--- src/rtl/matmul_wb_scheduler_pkg.sv ---
// Shared types and defaults for the matrix-multiply writeback scheduler.
package matmul_wb_scheduler_pkg;

  localparam int unsigned DataW = 8;
  localparam int unsigned AddrW = 3;
  localparam int unsigned NElem = 4;
  localparam int unsigned IdxW  = $clog2(NElem);

  typedef enum logic [1:0] {
    StIdle,
    StStart,
    StWait,
    StDrain
  } mm_state_e;

  // Pick element idx out of the packed result; element i lives at bits [8i+7:8i].
  function automatic logic [DataW-1:0] get_elem(input logic [NElem*DataW-1:0] c,
                                                input logic [IdxW-1:0]        idx);
    return c[idx*DataW +: DataW];
  endfunction

endpackage

--- src/rtl/matmul_wb_scheduler_wb_port_arbiter.sv ---
// Fixed-priority mux for the single register-file write port.
// The normal pipeline writeback always wins; the matrix drain only gets free slots.
module matmul_wb_scheduler_wb_port_arbiter #(
  parameter int unsigned ADDR_W = 3,
  parameter int unsigned DATA_W = 8
) (
  input  logic              wb_write,
  input  logic [ADDR_W-1:0] wb_destreg,
  input  logic [DATA_W-1:0] wb_wrtdata,
  input  logic              mm_req,
  input  logic [ADDR_W-1:0] mm_destreg,
  input  logic [DATA_W-1:0] mm_wrtdata,
  output logic              rf_write,
  output logic [ADDR_W-1:0] rf_destreg,
  output logic [DATA_W-1:0] rf_wrtdata,
  output logic              mm_grant
);

  // Select the write-port source and strobe the grant when the matrix element goes out.
  always_comb begin
    rf_write   = 1'b0;
    rf_destreg = '0;
    rf_wrtdata = '0;
    mm_grant   = 1'b0;
    if (wb_write) begin
      rf_write   = 1'b1;
      rf_destreg = wb_destreg;
      rf_wrtdata = wb_wrtdata;
    end else if (mm_req) begin
      rf_write   = 1'b1;
      rf_destreg = mm_destreg;
      rf_wrtdata = mm_wrtdata;
      mm_grant   = 1'b1;
    end
  end

endmodule

--- src/rtl/matmul_wb_scheduler.sv ---
// Sequences the 2x2 matrix multiplier and drains its four results through the
// shared register-file write port, stalling IF/ID for the whole operation.
module matmul_wb_scheduler
  import matmul_wb_scheduler_pkg::*;
#(
  parameter int unsigned DATA_W  = DataW,
  parameter int unsigned ADDR_W  = AddrW,
  parameter int unsigned N_ELEM  = NElem,
  parameter int unsigned TIMEOUT = 15
) (
  input  logic                     clk,
  input  logic                     reset,
  input  logic                     mm_issue,
  input  logic [ADDR_W-1:0]        mm_dest_base,
  output logic                     mm_start,
  input  logic                     mm_done,
  input  logic [N_ELEM*DATA_W-1:0] mm_C,
  input  logic                     wb_write,
  input  logic [ADDR_W-1:0]        wb_destreg,
  input  logic [DATA_W-1:0]        wb_wrtdata,
  output logic                     rf_write,
  output logic [ADDR_W-1:0]        rf_destreg,
  output logic [DATA_W-1:0]        rf_wrtdata,
  output logic                     stall,
  output logic                     busy,
  output logic                     issue_drop,
  output logic                     timeout_err
);

  localparam int unsigned CntW = $clog2(TIMEOUT + 1);

  mm_state_e                 state_q, state_d;
  logic [IdxW-1:0]           idx_q, idx_d;
  logic [N_ELEM*DATA_W-1:0]  c_q, c_d;
  logic [ADDR_W-1:0]         base_q, base_d;
  logic [CntW-1:0]           cnt_q, cnt_d;

  logic                      mm_req;
  logic                      mm_grant;
  logic [ADDR_W-1:0]         mm_destreg;
  logic [DATA_W-1:0]         mm_wrtdata;

  // State, drain index, latched result, base register and timeout counter.
  always_ff @(posedge clk or negedge reset) begin
    if (!reset) begin
      state_q <= StIdle;
      idx_q   <= '0;
      c_q     <= '0;
      base_q  <= '0;
      cnt_q   <= '0;
    end else begin
      state_q <= state_d;
      idx_q   <= idx_d;
      c_q     <= c_d;
      base_q  <= base_d;
      cnt_q   <= cnt_d;
    end
  end

  // Next-state logic plus the start and timeout pulses.
  always_comb begin
    state_d     = state_q;
    idx_d       = idx_q;
    c_d         = c_q;
    base_d      = base_q;
    cnt_d       = cnt_q;
    mm_start    = 1'b0;
    timeout_err = 1'b0;
    unique case (state_q)
      StIdle: begin
        if (mm_issue) begin
          base_d  = mm_dest_base;
          state_d = StStart;
        end
      end
      StStart: begin
        mm_start = 1'b1;
        cnt_d    = '0;
        state_d  = StWait;
      end
      StWait: begin
        cnt_d = cnt_q + 1'b1;
        // Done takes precedence over a timeout landing in the same cycle.
        if (mm_done) begin
          c_d     = mm_C;
          idx_d   = '0;
          state_d = StDrain;
        end else if (cnt_q == CntW'(TIMEOUT - 1)) begin
          timeout_err = 1'b1;
          state_d     = StIdle;
        end
      end
      StDrain: begin
        // Index only moves when the port was actually granted; a blocked slot is retried.
        if (mm_grant) begin
          idx_d = idx_q + 1'b1;
          if (idx_q == IdxW'(N_ELEM - 1)) begin
            state_d = StIdle;
          end
        end
      end
      default: state_d = StIdle;
    endcase
  end

  // Status outputs; stall covers the issue cycle itself so decode freezes immediately.
  always_comb begin
    busy       = (state_q != StIdle);
    stall      = busy | mm_issue;
    issue_drop = busy & mm_issue;
  end

  // Matrix-side write request for the arbiter, addressed modulo the register count.
  always_comb begin
    mm_req     = (state_q == StDrain);
    mm_destreg = base_q + ADDR_W'(idx_q);
    mm_wrtdata = get_elem(c_q, idx_q);
  end

  matmul_wb_scheduler_wb_port_arbiter #(
    .ADDR_W (ADDR_W),
    .DATA_W (DATA_W)
  ) u_arbiter (
    .wb_write   (wb_write),
    .wb_destreg (wb_destreg),
    .wb_wrtdata (wb_wrtdata),
    .mm_req     (mm_req),
    .mm_destreg (mm_destreg),
    .mm_wrtdata (mm_wrtdata),
    .rf_write   (rf_write),
    .rf_destreg (rf_destreg),
    .rf_wrtdata (rf_wrtdata),
    .mm_grant   (mm_grant)
  );

endmodule
--- config.mk ---
export PLATFORM = sky130hd
export DESIGN_NAME = matmul_wb_scheduler
export DESIGN_NICKNAME = d
export VERILOG_FILES = /design/src/rtl/matmul_wb_scheduler_pkg.sv /design/src/rtl/matmul_wb_scheduler_wb_port_arbiter.sv /design/src/rtl/matmul_wb_scheduler.sv
export SDC_FILE = /design/constraint.sdc
export NUM_CORES = 1
export LEC_CHECK = 0
export ABC_AREA = 0
export BUFFER_PORTS_ARGS = -buffer_cell sky130_fd_sc_hd__buf_2
export CORE_ASPECT_RATIO = 1.4
export CORE_MARGIN = 2
export CORE_UTILIZATION = 45
export CTS_CLUSTER_DIAMETER = 40
export DETAILED_ROUTE_END_ITERATION = 16
export PLACE_DENSITY_LB_ADDON = 0.08
export SETUP_SLACK_MARGIN = 0.2
export SLEW_MARGIN = 30
export SYNTH_ARGS = -nofsm -noshare
export SYNTH_HDL_FRONTEND = slang
export SYNTH_SLANG_ARGS = --single-unit
export TNS_END_PERCENT = 5
--- constraint.sdc ---
create_clock -name clk -period 1.7 [get_ports clk]
set_input_delay 0 -clock clk [delete_from_list [all_inputs] [get_ports clk]]
set_output_delay 0 -clock clk [all_outputs]
set_load 0.005 [all_outputs]
# Yosys cells after proc, flatten, opt, wreduce, memory -nomap -nowiden
# Index checks and enable logic that the tools add are counted.
[word_totals] register_bits=43 wordCells=50 out_inout_bits=17
[op_classes] shifts=1 muxes=21 eq_ne=10 bitwise=2 n_addsub=3 reduce_logical=8
[ops] operator="$shiftx 32x6->8" count=1
[ops] operator="$mux 8" count=2
[ops] operator="$mux 2" count=7
[ops] operator="$pmux 2 s4" count=1
[ops] operator="$pmux 4 s2" count=1
[ops] operator="$mux 1" count=7
[ops] operator="$eq 2x2->1 const B" count=3
[ops] operator="$mux 3" count=2
[ops] operator="$reduce_bool 2->1" count=3
[ops] operator="$add 4x1->4 const B" count=1
[ops] operator="$eq 4x4->1 const B" count=1
[ops] operator="$ne 2x1->1 const B" count=2
[ops] operator="$ne 2x2->1 const B" count=2
[ops] operator="$pmux 2 s2" count=1
[ops] operator="$reduce_and 2->1" count=2
[ops] operator="$reduce_and 4->1" count=1
[ops] operator="$add 3x2->3" count=1
[ops] operator="$ne 3x3->1 const B" count=1
[ops] operator="$reduce_and 3->1" count=1
[ops] operator="$add 2x1->2 const B" count=1
[ops] operator="$eq 2x1->1 const B" count=1
[ops] operator="$logic_not 2->1" count=1
[ops] operator="$and 1x1->1" count=1
[ops] operator="$or 1x1->1" count=1

# Logic depth before layout (Yosys ltp)
# Gate-level depths: netlist of run 1.
[logic_depth] ltp_word=5 depth_mapped=6

# By module
# A second synthesis of run 1 with hierarchy kept.
[unflattened] cells_unflattened=177 area_unflattened_um2=2273.4
[modules_own_cells] mod="matmul_wb_scheduler" area_per_inst_um2=2135.8 cells_per_inst=158 seq_area_each_um2=1076.0 n_inst=1
[modules_own_cells] mod="matmul_wb_scheduler_wb_port_arbiter" area_per_inst_um2=137.6 cells_per_inst=19 seq_area_each_um2=0.0 n_inst=1

# Worst setup path before layout of run 1
# OpenSTA, ideal clock, no wires.
[synth_timing] path_kind="register to register" startpoint="register state_q[0]" endpoint="register idx_q[1]" n_path_buf=1 path_stages_with_launch=7 slack_ns=0.213 t_arrival_ns=1.366 required_time_ns=1.579 cell_sequence="dfrtp_1 inv_1 ha_1 buf_2 nor2b_1 o21ai_0 a22o_1"
[synth_between] elab_chain_len=5
[synth_lines] element="start, declared" line="matmul_wb_scheduler.sv:32" text="mm_state_e state_q, state_d;"
[synth_lines] element="start signal, assigned" line="matmul_wb_scheduler.sv:46" text="state_q <= StIdle;"
[synth_lines] element="start signal, assigned" line="matmul_wb_scheduler.sv:52" text="state_q <= state_d;"
[synth_lines] element="$eq 2x2->1" line="matmul_wb_scheduler.sv:69, matmul_wb_scheduler.sv:115"
[synth_lines] element="$mux 1" line="matmul_wb_scheduler_wb_port_arbiter.sv:29" text="end else if (mm_req) begin"
[synth_lines] element="$mux 1" line="matmul_wb_scheduler_wb_port_arbiter.sv:25" text="if (wb_write) begin"
[synth_lines] element="$ne 2x1->1 (no line)"
[synth_lines] element="$reduce_and 3->1 (no line)"
[synth_lines] element="end signal, assigned" line="matmul_wb_scheduler.sv:53" text="idx_q <= idx_d;"
[synth_lines] element="end, declared" line="matmul_wb_scheduler.sv:33" text="logic [IdxW-1:0] idx_q, idx_d;"
# Several ways; a longest one is shown, not always the timed one.
# A chain may end at the register's enable or synchronous reset.

# Worst setup path in the final report of run 1
[layout_timing] startpoint="register idx_q[0]" endpoint="output rf_wrtdata[7]"
[layout_between] elab_chain_len=3
[layout_lines] element="$shiftx 32x6->8" line="matmul_wb_scheduler_pkg.sv:19" text="return c[idx*DataW +: DataW];"
[layout_lines] element="$mux 8" line="matmul_wb_scheduler_wb_port_arbiter.sv:29"
[layout_lines] element="$mux 8" line="matmul_wb_scheduler_wb_port_arbiter.sv:25"
[layout_lines] element="end, declared" line="matmul_wb_scheduler.sv:23" text="output logic [DATA_W-1:0] rf_wrtdata,"
# No other way between the ends.

==> results of run 1 <==
## placed cells by master (no fill, tap or decap), types with 2 or more instances in the layout
master / netlist / routed
inv_1: 12 / 9
nor2b_4: 0 / 2
nor2b_1: 5 / 2
buf_6: 1 / 2
nand2_1: 6 / 5
dfrtp_1: 43 / 39
nand2b_1: 4 / 3
nand3_1: 6 / 6
mux4_2: 6 / 6
a221oi_2: 1 / 2
a22o_1: 10 / 10
clkbuf_8: 0 / 7
inv_2: 0 / 2
ha_4: 0 / 4
ha_1: 9 / 5
mux2_2: 35 / 3
mux2_4: 0 / 32
dfrtp_2: 0 / 4
o21ai_1: 0 / 2
buf_2: 6 / 67
mux4_1: 2 / 2
dlygate4sd3_1: 0 / 36
buf_4: 0 / 9
o21ai_0: 9 / 6
## power groups by stage
stage	registers [mW]	logic (mW)	clock network, mW
finish	1.85	2.41	0.716
floorplan	1.69	1.36	0
global placement	1.79	1.70	0
detailed placement	1.83	1.77	0
global route	1.91	2.64	0.772
CTS	1.79	1.94	0.747
## repair_timing
item                                   4_1_cts  5_1_grt
pin swaps                                    3       11
setup endpoints to repair                   50       51
resized for setup                           10       59
endpoints found under the hold margin       53        0
setup buffers                                4        1
hold buffers                                36        0
## worst max-delay path: cells and delay by family, from the launching register on
kind	cells	cell delay, ps
muxes	1	540
DFF	1	440
buffers and inverters	2	250
AOI/OAI and AO/OA	1	210
## per-stage QoR
step | setup TNS [ps] | std cells | hold WS (ps)
3_5_place_dp | 0 | 300 | -12.21
5_1_grt | -474.5 | 349 | 187.0
3_3_place_gp | 0 | 300 | -26.69
6_report | -35.07 | 349 | 137.6
2_1_floorplan | 0 | 170 | -295.6
4_1_cts | 0 | 348 | 120.8
## flip-flops by register name, summed over array words and instances (netlist names)
name     cells
idx_q        2
cnt_q        4
state_q      2
c_q         32
base_q       3
## kinds of logic after synthesis
kind of cell / after synthesis / synth area share (%)
DFF: 43 / 48.23
AOI/OAI and AO/OA: 25 / 8.637
adders and majority gates: 10 / 5.945
and+or+nand+nor: 27 / 6.506
muxes: 43 / 26.08
xor gates and xnor gates: 1 / 0.3927
buffers and inverters: 21 / 4.206
## area by class of cell
class	count	area (sq um)	area share, %
multi-input combinational	106	1281	37.44
inverter	12	47.55	1.389
clock buffer	7	96.34	2.815
clock inverter	1	7.507	0.2194
timing repair buffer	116	828.3	24.20
sequential	43	1081	31.59
tap	64	80.08	2.340
## routing by layer
metal  share of wire (%)  wire (um)  vias up  track usage (%)
met5                   0          0        -                0
li1                    -          -      845                -
met1                  40       2143      906            23.34
met3                 2.8        147        6            3.364
met2                  56       2977       42            37.13
met4                 1.1         57        0            7.312
## how the worst max path moves through the flow
stage	from	end	slack, ps	depth (start not counted)
after floorplan	state_q[0]$_DFFE_PN0P_	idx_q[1]$_DFFE_PN0P_	210	6
after global placement	state_q[0]$_DFFE_PN0P_	rf_wrtdata[4]	140	4
after detailed placement	idx_q[0]$_DFFE_PN0P_	state_q[0]$_DFFE_PN0P_	100	5
after CTS	idx_q[0]$_DFFE_PN0P_	rf_wrtdata[0]	7	4
after global routing	idx_q[0]$_DFFE_PN0P_	rf_wrtdata[7]	-90	4
final	idx_q[0]$_DFFE_PN0P_	rf_wrtdata[7]	-30	4
==> metrics, run 1 <==
top cells by count, synth dfrtp_1 (43), mux2_2 (35), inv_1 (12), a22o_1 (10); initial antenna violation count 0; WP data arrival 1730 ps; 1st-iter DRT viols 44; final period utilization 101.8%; Clock Root Buffer clkbuf_8; initial core utilization 46.43%; CTS sink cnt 43; placed inst area 2670 sq um; slack of the critical path -30.08 ps; nets 345; Slowest-stage cell, CP mux4_1; vias 1799; remaining antenna violation count 0; vias in the first global route 1934; worst hold stages 3; Tmin final 1730 ps; Avg Inst Size Synth 13.12 sq um; Vias/cell 5.155; async set-reset flop share out of synthesis 100.0%; standard-cell rows 30; Comb pwr share 48.4%; Total GRT Usage 20.13%; Hold Path Class input pin to flop; fillers 382; worst-path cell chain buf_4, mux4_1, a22o_1, buf_2; detailed-route DRC error count 0; Die Y 87.31 um; Final Total Pwr 4.975 mW; WP data required 1700 ps; max frequency 578.0 MHz; peak supply drop 0.8078 mV; Syn Inst Count 170; Setup Crit Path Kind flop to output pin; failing checks setup timing; largest cells by area after synthesis dfrtp_1 (48%), mux2_2 (18%), mux4_2 (6.1%), ha_1 (5.0%), a22o_1 (3.9%); PD cells 1454 nW/um^2; RR Endpoint idx_q[1]$_DFFE_PN0P_; Worst Hold End base_q[2]$_DFFE_PN0P_; Int Pwr 3.438 mW; Main synth FF type dfrtp_1; CTS tree yes; Syn Std Cell Area 2231 sq um; syn_nets 231; CORE AREA 4805 sq um; Least-Margin Pin Slew 473.9 ps; Ys Warns 0; H-tree depth 2; num ports 68; critical path launch point type flop; largest net degree at the start of global routing 33; final setup fails 3; final hold violations 0; Post-synth EDFFs 0; Seq cells post-synth 43; ant diodes 0; CTS clk-pin slew, worst paths 90 ps; sw frac 30.91%; die area 5545 sq um; layout cells sized above 1 53.68%; Port Buffers 67; Yosys top cell area share 48.23%; first-pass GRT wire length 8.680 mm; register area share after synthesis 48.23%; CP max FO 4; R2R depth 6; DPL Wire Length 3.623 mm; total wire length 5.326 mm; Final GP Congestion 0.7803; Slew headroom 68.41%; final-report max-slew violation count 0; fraction of power consumed by the clock network 14.4%; Critical Path Sink Type output pin; clock buffer depth 2; Sw Pwr 1.538 mW; total CTS buffers 5; post-layout util 71.22%; Die Wd 63.51 um; Reg power frac 37.2%; cell taking the most area after synthesis dfrtp_1; Layout area overhead 53.39%; Clock Skews 11.29 ps; CP max stage delay 540 ps; worst skew pair latency 300 ps; Distinct cells, synth 27; R2R Path Start idx_q[0]$_DFFE_PN0P_; Post-Layout Inst Area 3422 sq um; Leak Pwr 1.677 nW; worst slack, placed 98.97 ps; worst hold start mm_issue; drt pass-1 iters 4; Congestion Overflow GR 0; RSZ-0062 raised after global routing true; outcome finished with violations; Max Cap Viol 0; reg2reg setup slack 190 ps; DR WL/cell 15.26 um; count leader, synth dfrtp_1
(Power assumes the default switching activity.)
==> run 2, diff against run 1 <==
--- a/config.mk
+++ b/config.mk
@@ -5,7 +5,7 @@
 export SDC_FILE = /design/constraint.sdc
 export NUM_CORES = 1
 export LEC_CHECK = 0
-export ABC_AREA = 0
+export ABC_AREA = 1
 export BUFFER_PORTS_ARGS = -buffer_cell sky130_fd_sc_hd__buf_2
 export CORE_ASPECT_RATIO = 1.4
 export CORE_MARGIN = 2
@@ -17,5 +17,6 @@
 export SLEW_MARGIN = 30
 export SYNTH_ARGS = -nofsm -noshare
 export SYNTH_HDL_FRONTEND = slang
+export SYNTH_HIERARCHICAL = 1
 export SYNTH_SLANG_ARGS = --single-unit
-export TNS_END_PERCENT = 5
+export TNS_END_PERCENT = 30
==> run 2 against run 1 <==
Compared with the run above:
- the flow now finishes without violations
- sequential cell count is the same
- die area increased by 7.5%
- clock skew is 6.9 ps lower
- combinational power fell by 2%
- setup slack improved by 73 ps
- sequential power hardly changed
- critical path depth rose by 3
- power down 1.6%
- sequential share of layout area about the same
- area after synthesis is 7.9% higher
- routed wire length up 3.9%
- maximum frequency increased by 4.4%
==> metrics, run 2 <==
outcome finished clean; Layout area overhead 41.94%; worst slack, placed 141.2 ps; final period utilization 97.50%; GR Util met1 25.71%; Clock Skews 4.436 ps; syn_nets 300; Syn Inst Count 239; Congestion Overflow GR 0; DPL Wire Length 3.819 mm; R2R Path Start state_q[0]$_DFFE_PN0P_; vias in the first global route 2031; 1st-iter DRT viols 66; final-report max-slew violation count 0; Hold Path Class input pin to flop; Main synth FF type dfrtp_1; Distinct cells, synth 23; multi-input combinational cell area 1236 sq um; CTS clk-pin slew, worst paths 70 ps; Syn Std Cell Area 2407 sq um; standard-cell rows 31; Worst Hold End base_q[1]$_DFFE_PN0P_; Clock Root Buffer clkbuf_8; top cells by count, synth nand2_1 (45), dfrtp_1 (43), mux2_4 (28), nor2_1 (26), o21ai_0 (19); final setup fails 0; die area 5959 sq um; max frequency 603.3 MHz; CTS tree yes; reg2reg setup slack 230 ps; clock buffer depth 2; DR WL/cell 13.14 um; Die Y 90.54 um; Largest Register c_q; register area 1079 sq um; Max Cap Viol 0; remaining antenna violation count 0; async set-reset flop share out of synthesis 100.0%; Ys Warns 6; grt met3 use 3.491%; layout cells sized above 1 38.31%; CORE AREA 5159 sq um; CTS sink cnt 43; detailed-route DRC error count 0; drt pass-1 iters 4; H-tree depth 2; Least-Margin Pin Slew 554.7 ps; max FFs per register 32; most frequent cells in the layout buf_2 (67), nand2_1 (45), dfrtp_1 (41), dlygate4sd3_1 (36), mux2_4 (28); worst hold start mm_issue; fillers 429; post-layout util 66.24%; worst hold margin 55.38 ps; ant diodes 0; post-synthesis mux area share 20.27%; Total GRT Usage 20.19%; vias 2046; initial antenna violation count 0; worst skew pair latency 300 ps; WP data arrival 1660 ps; worst hold stages 3; Largest regs c_q (32), cnt_q (4), base_q (3); global routing's busiest layer met2; Critical Path Sink Type output pin; Leak Pwr 1.778 nW; met2 Usage GRT 33.59%; Setup Crit Path Kind flop to output pin; main combinational cell family by area after synthesis multiplexers; R2R depth 10; PD cells 1432 nW/um^2; register area share after synthesis 44.70%; cell taking the most area after synthesis dfrtp_1; first-pass GRT wire length 9.308 mm; Avg Inst Size Synth 10.07 sq um; Adder-Cell Fraction of Synth Area 5.509%; total wire length 5.533 mm; peak supply drop 0.7036 mV; slack of the critical path 42.42 ps; Post-synth EDFFs 0; Port Buffers 67; largest net degree at the start of global routing 44; CP max FO 2; post-synthesis compound-gate area fraction 7.277%; RR Endpoint state_q[1]$_DFFE_PN0P_; Slew headroom 63.02%; WP data required 1700 ps; Vias/cell 4.860; Final GP Congestion 0.7984; count leader, synth nand2_1; initial core utilization 46.67%; total CTS buffers 5; RSZ-0062 raised after global routing true; Synth Area in XOR/XNOR 0.3638%; Seq cells post-synth 43; Yosys top cell area share 44.70%; nets 415; post-synthesis simple-gate area fraction 15.70%; Tmin final 1658 ps; most common cell after layout, fill and taps aside buf_2; Die Wd 65.82 um; critical path launch point type flop; final hold violations 0; num ports 68; final setup TNS 0 ps; Final Total Pwr 4.894 mW; largest cells by area after synthesis dfrtp_1 (45%), mux2_4 (17%), nand2_1 (7.0%), ha_1 (4.7%), nor2_1 (4.1%)
run 2: cell types whose count changed in the layout (fill, tap and decap cells not counted), moves of 7 or more:
cell | previous run | this run
nand2_1 | 5 | 45
nor2_1 | 1 | 26
nand3_1 | 6 | 17
a22o_1 | 10 | 0
o21ai_1 | 2 | 9
o22ai_1 | 0 | 7
run 2: worst max path at each step:
stage / from / to / slack [ps] / depth (start not counted)
detailed placement: state_q[0]$_DFFE_PN0P_ / c_q[13]$_DFFE_PN0P_ / 140 / 5
finish: idx_q[0]$_DFFE_PN0P_ / rf_destreg[2] / 40 / 7
global route: idx_q[0]$_DFFE_PN0P_ / rf_destreg[1] / -50 / 7
global placement: state_q[0]$_DFFE_PN0P_ / c_q[28]$_DFFE_PN0P_ / 190 / 5
CTS: idx_q[0]$_DFFE_PN0P_ / rf_destreg[1] / 6 / 7
floorplan: state_q[0]$_DFFE_PN0P_ / idx_q[1]$_DFFE_PN0P_ / 260 / 9
run 2: timing repair:
item	in CTS	in global routing
setup buffers	5	0
endpoints found under the setup margin	37	19
resized for setup	20	9
cloned	1	0
pin swaps	12	5
endpoints found under the hold margin	78	0
hold buffers	36	0
run 2: final cells by class:
| class | instances | share of cell area (%) |
|---|---|---|
| multi-input combinational | 168 | 36.18 |
| inverter | 18 | 2.087 |
| clock buffer | 8 | 2.929 |
| sequential | 43 | 31.56 |
| tap | 66 | 2.417 |
| timing repair buffer | 118 | 24.83 |
run 2: cells by family (layout without fill, tap and decap cells):
| kind of cell | count (synthesis) | count (layout) |
|---|---|---|
| DFF | 43 | 43 |
| and+or+nand+nor | 91 | 91 |
| buffers and inverters | 28 | 144 |
| adders and majority gates | 10 | 10 |
| AOI/OAI and AO/OA | 32 | 32 |
| muxes | 34 | 34 |
| xor gates and xnor gates | 1 | 1 |
run 2: worst max-delay path, cell delays in order, from the launching register on:
cell and delay, ps:
dfrtp_2 400, ha_4 140, inv_2 30, fa_1 390, xnor2_1 140, nand3_1 90
nand2_1 60, buf_2 100
run 2: stage by stage:
stage | cell area, sq um | cells
2_1_floorplan | 2407 | 239
3_3_place_gp | 2836 | 371
3_5_place_dp | 2836 | 371
4_1_cts | 3387 | 421
5_1_grt | 3417 | 421
6_report | 3417 | 421
run 2: metal layers:
metal,share of wire (%),up-vias
met5,0,-
met4,1.8,0
met3,5.1,7
met2,49,53
met1,44,957
li1,-,1029
run 2: where the power goes:
part / internal, mW / switching, mW / total [mW]
registers: 1.52 / 0.319 / 1.83
logic: 1.34 / 1.01 / 2.35
clock network: 0.371 / 0.343 / 0.714
total: 3.22 / 1.67 / 4.89
